--- config.mk ---
export PLATFORM = sky130hd
export DESIGN_NAME = serial_tx
export DESIGN_NICKNAME = d
export VERILOG_FILES = /design/src/rtl/serial_tx.sv
export SDC_FILE = /design/constraint.sdc
export NUM_CORES = 1
export LEC_CHECK = 0
export ABC_AREA = 1
export CORE_UTILIZATION = 35
export CTS_CLUSTER_DIAMETER = 50
export CTS_CLUSTER_SIZE = 10
export DETAILED_ROUTE_END_ITERATION = 8
export PLACE_DENSITY = 0.62
export SLEW_MARGIN = 0
export SYNTH_ARGS = -nofsm -noshare
export SYNTH_HDL_FRONTEND = slang
export SYNTH_SLANG_ARGS = --single-unit
--- constraint.sdc ---
create_clock -name clk100 -period 2.3 [get_ports clk100]
set_clock_uncertainty 0.2 [all_clocks]
set_input_delay 0.46 -clock clk100 [delete_from_list [all_inputs] [get_ports clk100]]
set_output_delay 0.46 -clock clk100 [all_outputs]
set_load 0.005 [all_outputs]
--- src/rtl/serial_tx.sv ---
// serial_tx: double-buffered UART-style transmitter; start bit, DATA_BITS LSB first, STOP_BITS stop bits.
// Bit timing comes from a terminal-count divider on clk100; every bit lasts exactly TERM_COUNT clocks.
module serial_tx #(
    parameter int CLOCK_FREQ = 100000000,
    parameter int BAUD_RATE  = 9600,
    parameter int DATA_BITS  = 8,
    parameter int STOP_BITS  = 1
) (
    input  logic                 clk100,
    input  logic                 reset,
    input  logic [DATA_BITS-1:0] tx_data,
    input  logic                 tx_load,
    output logic                 tx_ready,
    output logic                 tx_busy,
    output logic                 tx_done,
    output logic                 tx_overrun,
    output logic                 tx
);
    localparam int TERM_COUNT = CLOCK_FREQ / BAUD_RATE;
    localparam int CW = TERM_COUNT > 1 ? $clog2(TERM_COUNT) : 1;
    localparam logic [CW-1:0] BAUD_MAX = CW'(TERM_COUNT - 1);
    localparam logic [2:0] BIT_LAST = 3'(DATA_BITS - 1);
    localparam logic STOP_LAST = 1'(STOP_BITS - 1);
    localparam logic [1:0] IDLE = 2'd0, START = 2'd1, DATA = 2'd2, STOP = 2'd3;

    logic [1:0]           state_q, state_d;
    logic [DATA_BITS-1:0] hold_q, hold_d, shift_q, shift_d;
    logic                 full_q, full_d, stop_q, stop_d, tx_q, tx_d, ovr_q, ovr_d;
    logic [2:0]           bit_q, bit_d;
    logic [CW-1:0]        baud_q, baud_d;
    logic                 tick, start;

    assign tx         = tx_q;
    assign tx_ready   = !full_q;
    assign tx_busy    = state_q != IDLE;
    assign tx_overrun = ovr_q;
    assign tick       = baud_q == '0;

    always_comb begin
        state_d = state_q;
        hold_d  = hold_q;
        full_d  = full_q;
        shift_d = shift_q;
        bit_d   = bit_q;
        stop_d  = stop_q;
        tx_d    = tx_q;
        ovr_d   = ovr_q;
        tx_done = 1'b0;
        start   = 1'b0;
        baud_d  = state_q == IDLE ? baud_q : tick ? BAUD_MAX : baud_q - 1'b1;
        if (tx_load) begin
            if (full_q) ovr_d = 1'b1;
            else begin
                hold_d = tx_data;
                full_d = 1'b1;
            end
        end
        case (state_q)
            IDLE: start = full_q;
            START: if (tick) begin
                tx_d    = shift_q[0];
                shift_d = shift_q >> 1;
                bit_d   = '0;
                state_d = DATA;
            end
            DATA: if (tick) begin
                if (bit_q == BIT_LAST) begin
                    tx_d    = 1'b1;
                    stop_d  = 1'b0;
                    state_d = STOP;
                end else begin
                    tx_d    = shift_q[0];
                    shift_d = shift_q >> 1;
                    bit_d   = bit_q + 1'b1;
                end
            end
            STOP: if (tick) begin
                if (stop_q < STOP_LAST) stop_d = stop_q + 1'b1;
                else begin
                    tx_done = 1'b1;
                    start   = full_q;
                    state_d = IDLE;
                end
            end
        endcase
        // A queued character launches on the same edge the line frees up, so frames run gapless.
        if (start) begin
            shift_d = hold_q;
            full_d  = 1'b0;
            tx_d    = 1'b0;
            baud_d  = BAUD_MAX;
            state_d = START;
        end
    end

    always_ff @(posedge clk100) begin
        if (reset) begin
            state_q <= IDLE;
            hold_q  <= '0;
            full_q  <= 1'b0;
            shift_q <= '0;
            bit_q   <= '0;
            stop_q  <= 1'b0;
            baud_q  <= '0;
            tx_q    <= 1'b1;
            ovr_q   <= 1'b0;
        end else begin
            state_q <= state_d;
            hold_q  <= hold_d;
            full_q  <= full_d;
            shift_q <= shift_d;
            bit_q   <= bit_d;
            stop_q  <= stop_d;
            baud_q  <= baud_d;
            tx_q    <= tx_d;
            ovr_q   <= ovr_d;
        end
    end
endmodule

# Word-level counts from Yosys, hierarchy flattened
# Cells that the tools add are included.
# Widths: inputs -> output; s select.
# totals
regBits,39
in_bits,11
out_inout_bits,5
word_cells,87
# classes
addsub,3
magnitude_cmp,1
n_eq_ne,18
muxes,35
bitwise_logic,1
n_reduce_logical,18
# op_table
op,count
$mux 14,3
$mux 8,4
$ne 3x3->1 const B,6
$ne 2x2->1 const B,8
$pmux 8 s2,1
$logic_not 14->1,1
$mux 1,14
$sub 14x1->14 const B,1
$reduce_and 6->1,2
$mux 2,5
$mux 3,3
$reduce_and 4->1,2
$pmux 1 s2,3
$pmux 2 s3,1
$pmux 3 s2,1
$reduce_bool 2->1,3
$reduce_bool 3->1,2
$reduce_and 5->1,1
$eq 2x2->1 const B,2
$reduce_and 2->1,2
$reduce_bool 4->1,1
$add 3x1->3 const B,1
$eq 3x3->1 const B,1
$reduce_and 3->1,1
7 further kinds,7

# Longest topological paths before layout
# Gate-level depths: netlist of run 1.
# depth
word_depth,6
ltp_mapped,12

# Least setup slack after synthesis of run 1
# OpenSTA, ideal clock, no wires.
# synth_path
path_type,register -> register
from,register state_q[0]
to,register baud_q[12]
setup_time_ns,0.123
arrival_time_ns,1.525
required_ns,1.977
path_slack_ns,0.452
path_stages_with_launch,10
path_buffers,0
period_less_slack_ns,1.848
path_cell_list,dfxtp_1 -> inv_1 -> ha_1 -> inv_2 -> nand3_1 -> nor2_1 -> nand2_1 -> nor2_1 -> xor2_1 -> nor2_1
# synth_between
elab_chain_cells,3
# synth_rtl
item,line,rtl
from (decl),26,"logic [1:0] state_q, state_d;"
from (signal assigned),108,state_q <= state_d;
$eq 2x2->1 or $logic_not 2->1 (tied branches),"58, 50",
$pmux 1 s2,58,case (state_q)
$reduce_or 2->1 (no source line),n/a,
to (signal assigned),114,baud_q <= baud_d;
to (decl),30,"logic [CW-1:0] baud_q, baud_d;"
# Parallel ways exist; a longest one is shown, timed or not.
# A chain may end at the register's enable or synchronous reset.

# Worst setup path after layout of run 1
# layout_path
from,register state_q[1]
to,output tx_busy
# layout_between
elab_chain_cells,1
# layout_rtl
item,line,rtl
$reduce_bool 2->1,35,assign tx_busy = state_q != IDLE;
to (decl),14,"output logic tx_busy,"
# No other way between the ends.

==> results of run 1 <==
[cell usage after synthesis (all sizes together)]
cell    count
o21ai      17
nand2      55
o211a       1
a31oi       3
nor3        4
buf         3
a21oi       7
xor2        5
o211ai      1
o22ai       1
nor2       64
ha          8
dfxtp      38
nand3      35
or2         1
clkbuf      3
inv        42
xnor2       2
[final cells by class]
class                      count  area, µm²  share of cell area
clock inverter                 3       45.0              0.0186
multi-input combinational    204       1100               0.456
inverter                      42        158              0.0651
timing repair buffer          21        194              0.0801
sequential                    38        762               0.315
tap                           72       90.1              0.0372
clock buffer                   5       68.8              0.0284
[where the power goes]
group	total, mW	internal, mW	switching (mW)
clock network	0.571	0.323	0.249
registers	0.942	0.823	0.119
logic	1.41	0.541	0.873
total	2.93	1.69	1.24
[sequential cells by signal (all words and copies together) (netlist names)]
signal / count
bit_q: 3
tx: 1
shift_q: 8
full_q: 1
state_q: 2
tx_overrun: 1
hold_q: 8
baud_q: 14
[per-layer routing]
| metal | track usage | wire [µm] | vias to the layer above |
|---|---|---|---|
| met5 | 0 | 0 | - |
| met4 | 0.0500 | 45 | 0 |
| met3 | 0.0291 | 99 | 4 |
| met2 | 0.226 | 1760 | 20 |
| met1 | 0.213 | 2230 | 761 |
| li1 | - | - | 947 |
[through the flow]
| stage | setup WS, ns | power [mW] | util | hold WS [ns] |
|---|---|---|---|---|
| finish | 0.107 | 2.93 | 0.434 | 0.272 |
| global route | 0.0349 | 3.21 | 0.434 | 0.304 |
| CTS | 0.00238 | 2.95 | 0.434 | 0.280 |
| detailed placement | 0.178 | 2.34 | 0.411 | 0.268 |
| global placement | 0.216 | 2.33 | 0.411 | 0.253 |
| floorplan | 0.452 | 2.04 | - | 0.249 |
[worst max-delay path, stage by stage, from the launching register on]
cell and delay, ns:
dfxtp_1 0.38, inv_1 0.10, ha_2 0.22, inv_2 0.07, clkdlybuf4s50_1 0.49
[cells by family after synthesis]
| logic type | synth area share |
|---|---|
| fa+ha+maj | 0.0487 |
| buf+inv | 0.0974 |
| xor+xnor | 0.0298 |
| compound gates | 0.0816 |
| flops | 0.370 |
| simple gates | 0.372 |
[path summary, 6_finish.rpt]
check	to	slack [ns]	startpoint	depth (start not counted)
hold reg to reg	bit_q[1]	0.27	bit_q[1]	2
hold / removal	bit_q[1]	0.27	bit_q[1]	2
setup / recovery	tx_busy	0.11	state_q[1]	4
setup reg to reg	baud_q[12]	0.28	state_q[1]	10
[what timing repair did]
| action | CTS | global route |
|---|---|---|
| gates resized for setup | 3 | 2 |
| endpoints found under the setup margin | 2 | 2 |
| buffers inserted | 1 | 0 |
| gates cloned | 0 | 0 |
==> impl_metrics.json, run 1 <==
{
  "syn_nets": 309,
  "arrival_ns": 1.53,
  "most-common-layout-cells": "56 x nor2_1, 48 x nand2_1, 41 x inv_1",
  "relSlewSlack": 0.704,
  "cts_hold_buf": 0,
  "cp.required_ns": 1.64,
  "yosysTopAreaCell": "dfxtp_1",
  "vias": 1732,
  "layoutNonFillerInstCount": 385,
  "cp_max_fo": 6,
  "fin_crit_sh": 0.954,
  "fillers": 579,
  "cts_root_buf": "clkbuf_8",
  "wire_per_inst_um": 10.7,
  "dp_hpwl_um": 3090,
  "antenna_left": 0,
  "power_density_nw_per_um2": 1210,
  "cts_buffers": 5,
  "ys_seq_elements": 38,
  "cts.sinks": 38,
  "clkLatencyLatePin_ns": 0.29,
  "grt_pass1_wl_um": 7400,
  "fin_setup_tns_ns": 0,
  "std_cell_rows": 27,
  "num_antenna_cells": 0,
  "hold_path.class": "flop to flop",
  "yosys-top-cells-area": "dfxtp_1 37%, nor2_1 10%, nand2_1 8.8%",
  "dpl_cell_area_um2": 2290,
  "tritoncts": "yes",
  "min_period_ns": 2.19,
  "grt_pass1_vias": 1610,
  "drtIter0Drc": 64,
  "p_leak_nw": 1.19,
  "dp_cells": 376,
  "synthCells": 290,
  "grt_max_degree": 21,
  "synth_cell_types": 28,
  "cts_buffer_depth": 2,
  "syn_avg_cell_area_um2": 7.08,
  "fp.dieH_um": 78.6,
  "slew_viol_final": 0,
  "drc": 0,
  "wirelength_um": 4140,
  "place_congestion": 0.800,
  "criticalPathCategory": "flop to output port",
  "start_util": 0.369,
  "die_area_um2": 6180,
  "fin_nets": 331,
  "maxCapViolCount": 0,
  "track_usage": 0.151,
  "final_common_cell": "nor2_1",
  "fp.dieW_um": 78.6,
  "core_um2": 5570,
  "worst_pin_slew_ns": 0.442,
  "seq_area_frac_synth": 0.370,
  "outcome": "completed",
  "finalHoldViolations": 0,
  "ios": 16,
  "path_clk_slew_ns": 0.08,
  "final_area_um2": 2420,
  "htreeDepth": 2,
  "rsz0062_at_grt": "false",
  "grt-ovfl-total": 0,
  "numPortBuffers": 15,
  "drtPass1Iterations": 5,
  "drive_gt1_frac": 0.137,
  "synth_top_area_frac": 0.370,
  "fmax_mhz": 456,
  "ir_worst_vdd_v": 0.000484,
  "yosysWarnings": 0,
  "area_delta_synth_final_pct": 17.8,
  "crit_path_start_kind": "flop",
  "setup_violations": 0,
  "via_per_inst": 4.50,
  "grt_antenna_before_repair": 0,
  "critPathCaptureType": "output port",
  "netlist_area_um2": 2050
}
(Power assumes the default switching activity.)
==> run 2, diff against run 1 <==
--- a/config.mk
+++ b/config.mk
@@ -6,11 +6,13 @@
 export NUM_CORES = 1
 export LEC_CHECK = 0
 export ABC_AREA = 1
+export CORE_ASPECT_RATIO = 0.7
 export CORE_UTILIZATION = 35
 export CTS_CLUSTER_DIAMETER = 50
 export CTS_CLUSTER_SIZE = 10
 export DETAILED_ROUTE_END_ITERATION = 8
 export PLACE_DENSITY = 0.62
+export RECOVER_POWER = 100
 export SLEW_MARGIN = 0
 export SYNTH_ARGS = -nofsm -noshare
 export SYNTH_HDL_FRONTEND = slang
==> impl_metrics.json, run 2 (synthesis results as in run 1) <==
{
  "total_power_mw": 2.92,
  "antenna_left": 0,
  "cts_root_buf": "clkbuf_8",
  "tritoncts": "yes",
  "ios": 16,
  "worst_pin_slew_ns": 0.631,
  "cts_hold_buf": 0,
  "final_common_cell": "nor2_1",
  "cp_max_fo": 6,
  "r2r_start": "state_q[0]",
  "grt_pass1_wl_um": 7160,
  "final_area_um2": 2410,
  "htreeDepth": 2,
  "drtIter0Drc": 70,
  "cts_buffers": 5,
  "p_leak_nw": 1.18,
  "finalHoldViolations": 0,
  "grt_pass1_vias": 1541,
  "num_antenna_cells": 0,
  "clkLatencyLatePin_ns": 0.29,
  "regMostFlops": "baud_q",
  "track_usage": 0.152,
  "wirelength_um": 4250,
  "grt-ovfl-total": 0,
  "critPathCaptureType": "output port",
  "start_util": 0.377,
  "hold_path.class": "flop to flop",
  "setup_violations": 0,
  "maxCapViolCount": 0,
  "relSlewSlack": 0.580,
  "slew_viol_final": 0,
  "fin_nets": 332,
  "p_int_mw": 1.68,
  "largest_reg_flops": 14,
  "std_cell_rows": 22,
  "grt_max_degree": 21,
  "via_per_inst": 4.60,
  "criticalPathCategory": "flop to output port",
  "numPortBuffers": 15,
  "drive_gt1_frac": 0.131,
  "outcome": "completed",
  "area_delta_synth_final_pct": 17.1,
  "power_density_nw_per_um2": 1210,
  "most-common-layout-cells": "56 x nor2_1, 49 x nand2_1, 42 x inv_1",
  "drtPass1Iterations": 4,
  "drc": 0,
  "dp_hpwl_um": 3100,
  "crit_path_start_kind": "flop",
  "cp-startpoint": "state_q[0]",
  "hold_start": "bit_q[2]",
  "fin_util": 0.441,
  "fp.dieH_um": 66.1,
  "cts.sinks": 38,
  "dp_cells": 377,
  "grt_antenna_before_repair": 0,
  "cts_buffer_depth": 2,
  "switchingPower_mw": 1.24,
  "path_clk_slew_ns": 0.08,
  "layoutNonFillerInstCount": 386,
  "arrival_ns": 1.56,
  "fp.dieW_um": 93.6,
  "min_period_ns": 2.22,
  "wire_per_inst_um": 11.0,
  "fin_crit_sh": 0.965,
  "place_congestion": 0.805,
  "rsz0062_at_grt": "false",
  "core_um2": 5450,
  "switching_share": 0.424,
  "cp.required_ns": 1.64,
  "fmax_mhz": 450,
  "dpl_cell_area_um2": 2300,
  "top_regs": "baud_q (14), hold_q (8), shift_q (8)",
  "p_comb_frac": 0.480,
  "vias": 1776,
  "ir_worst_vdd_v": 0.000324,
  "fin_setup_tns_ns": 0,
  "die_area_um2": 6180,
  "seqPwrFrac": 0.326,
  "clock_power_share": 0.193
}
run 2: changes by cell type in the layout (fill, tap and decap cells not counted), moves of 2 or more:
cell / previous run / this run
clkbuf_1: 0 / 2
clkdlybuf4s50_1: 14 / 10
clkinv_2: 0 / 2
clkinvlp_4: 2 / 0
dlygate4sd3_1: 0 / 4
nand2_4: 4 / 2
run 2: power by group through the flow:
stage | sequential (mW) | clock (mW) | combinational, mW
floorplan | 0.930 | 0 | 1.11
global placement | 0.958 | 0 | 1.37
detailed placement | 0.959 | 0 | 1.38
CTS | 0.948 | 0.586 | 1.43
global route | 0.974 | 0.615 | 1.60
finish | 0.952 | 0.565 | 1.40
run 2: area by class of cell:
type                    instances  area [µm²]
flip-flops and latches         38         763
fillers                       555        3040
clock buffers                   5        68.8
inverters                      42         158
repair buffers                 22         195
well taps                      72        90.1
multi-input cells             204        1090
clock inverters                 3        40.0
run 2: final timing paths:
path	endpoint	slack (ns)	depth (start not counted)
max reg2reg	baud_q[6]	0.21	8
min reg2reg	bit_q[2]	0.27	2
max	tx_busy	0.08	4
min	bit_q[2]	0.27	2
run 2: per-layer routing:
metal / global-route usage / routed length [µm] / vias to the layer above
met3: 0.0460 / 291 / 7
met1: 0.227 / 2320 / 767
met2: 0.201 / 1580 / 48
met5: 0 / 0 / -
li1: - / - / 954
met4: 0.0519 / 56 / 0
run 2: stage by stage:
step                      setup slack, ns  hold slack (ns)
after floorplan                     0.452            0.249
after global placement              0.137            0.260
after detailed placement            0.128            0.256
after CTS                          0.0605            0.278
after global routing               0.0119            0.294
final                              0.0799            0.274
run 2: timing repair:
action	in CTS	in global routing
setup buffers	1	0
pin swaps	0	0
gates resized for setup	5	2
setup endpoints to repair	2	2
run 2: critical path, stage by stage (launching register included):
cell             delay [ns]
dfxtp_2                0.38
inv_1                  0.07
ha_2                   0.23
inv_1                  0.09
clkdlybuf4s50_1        0.50
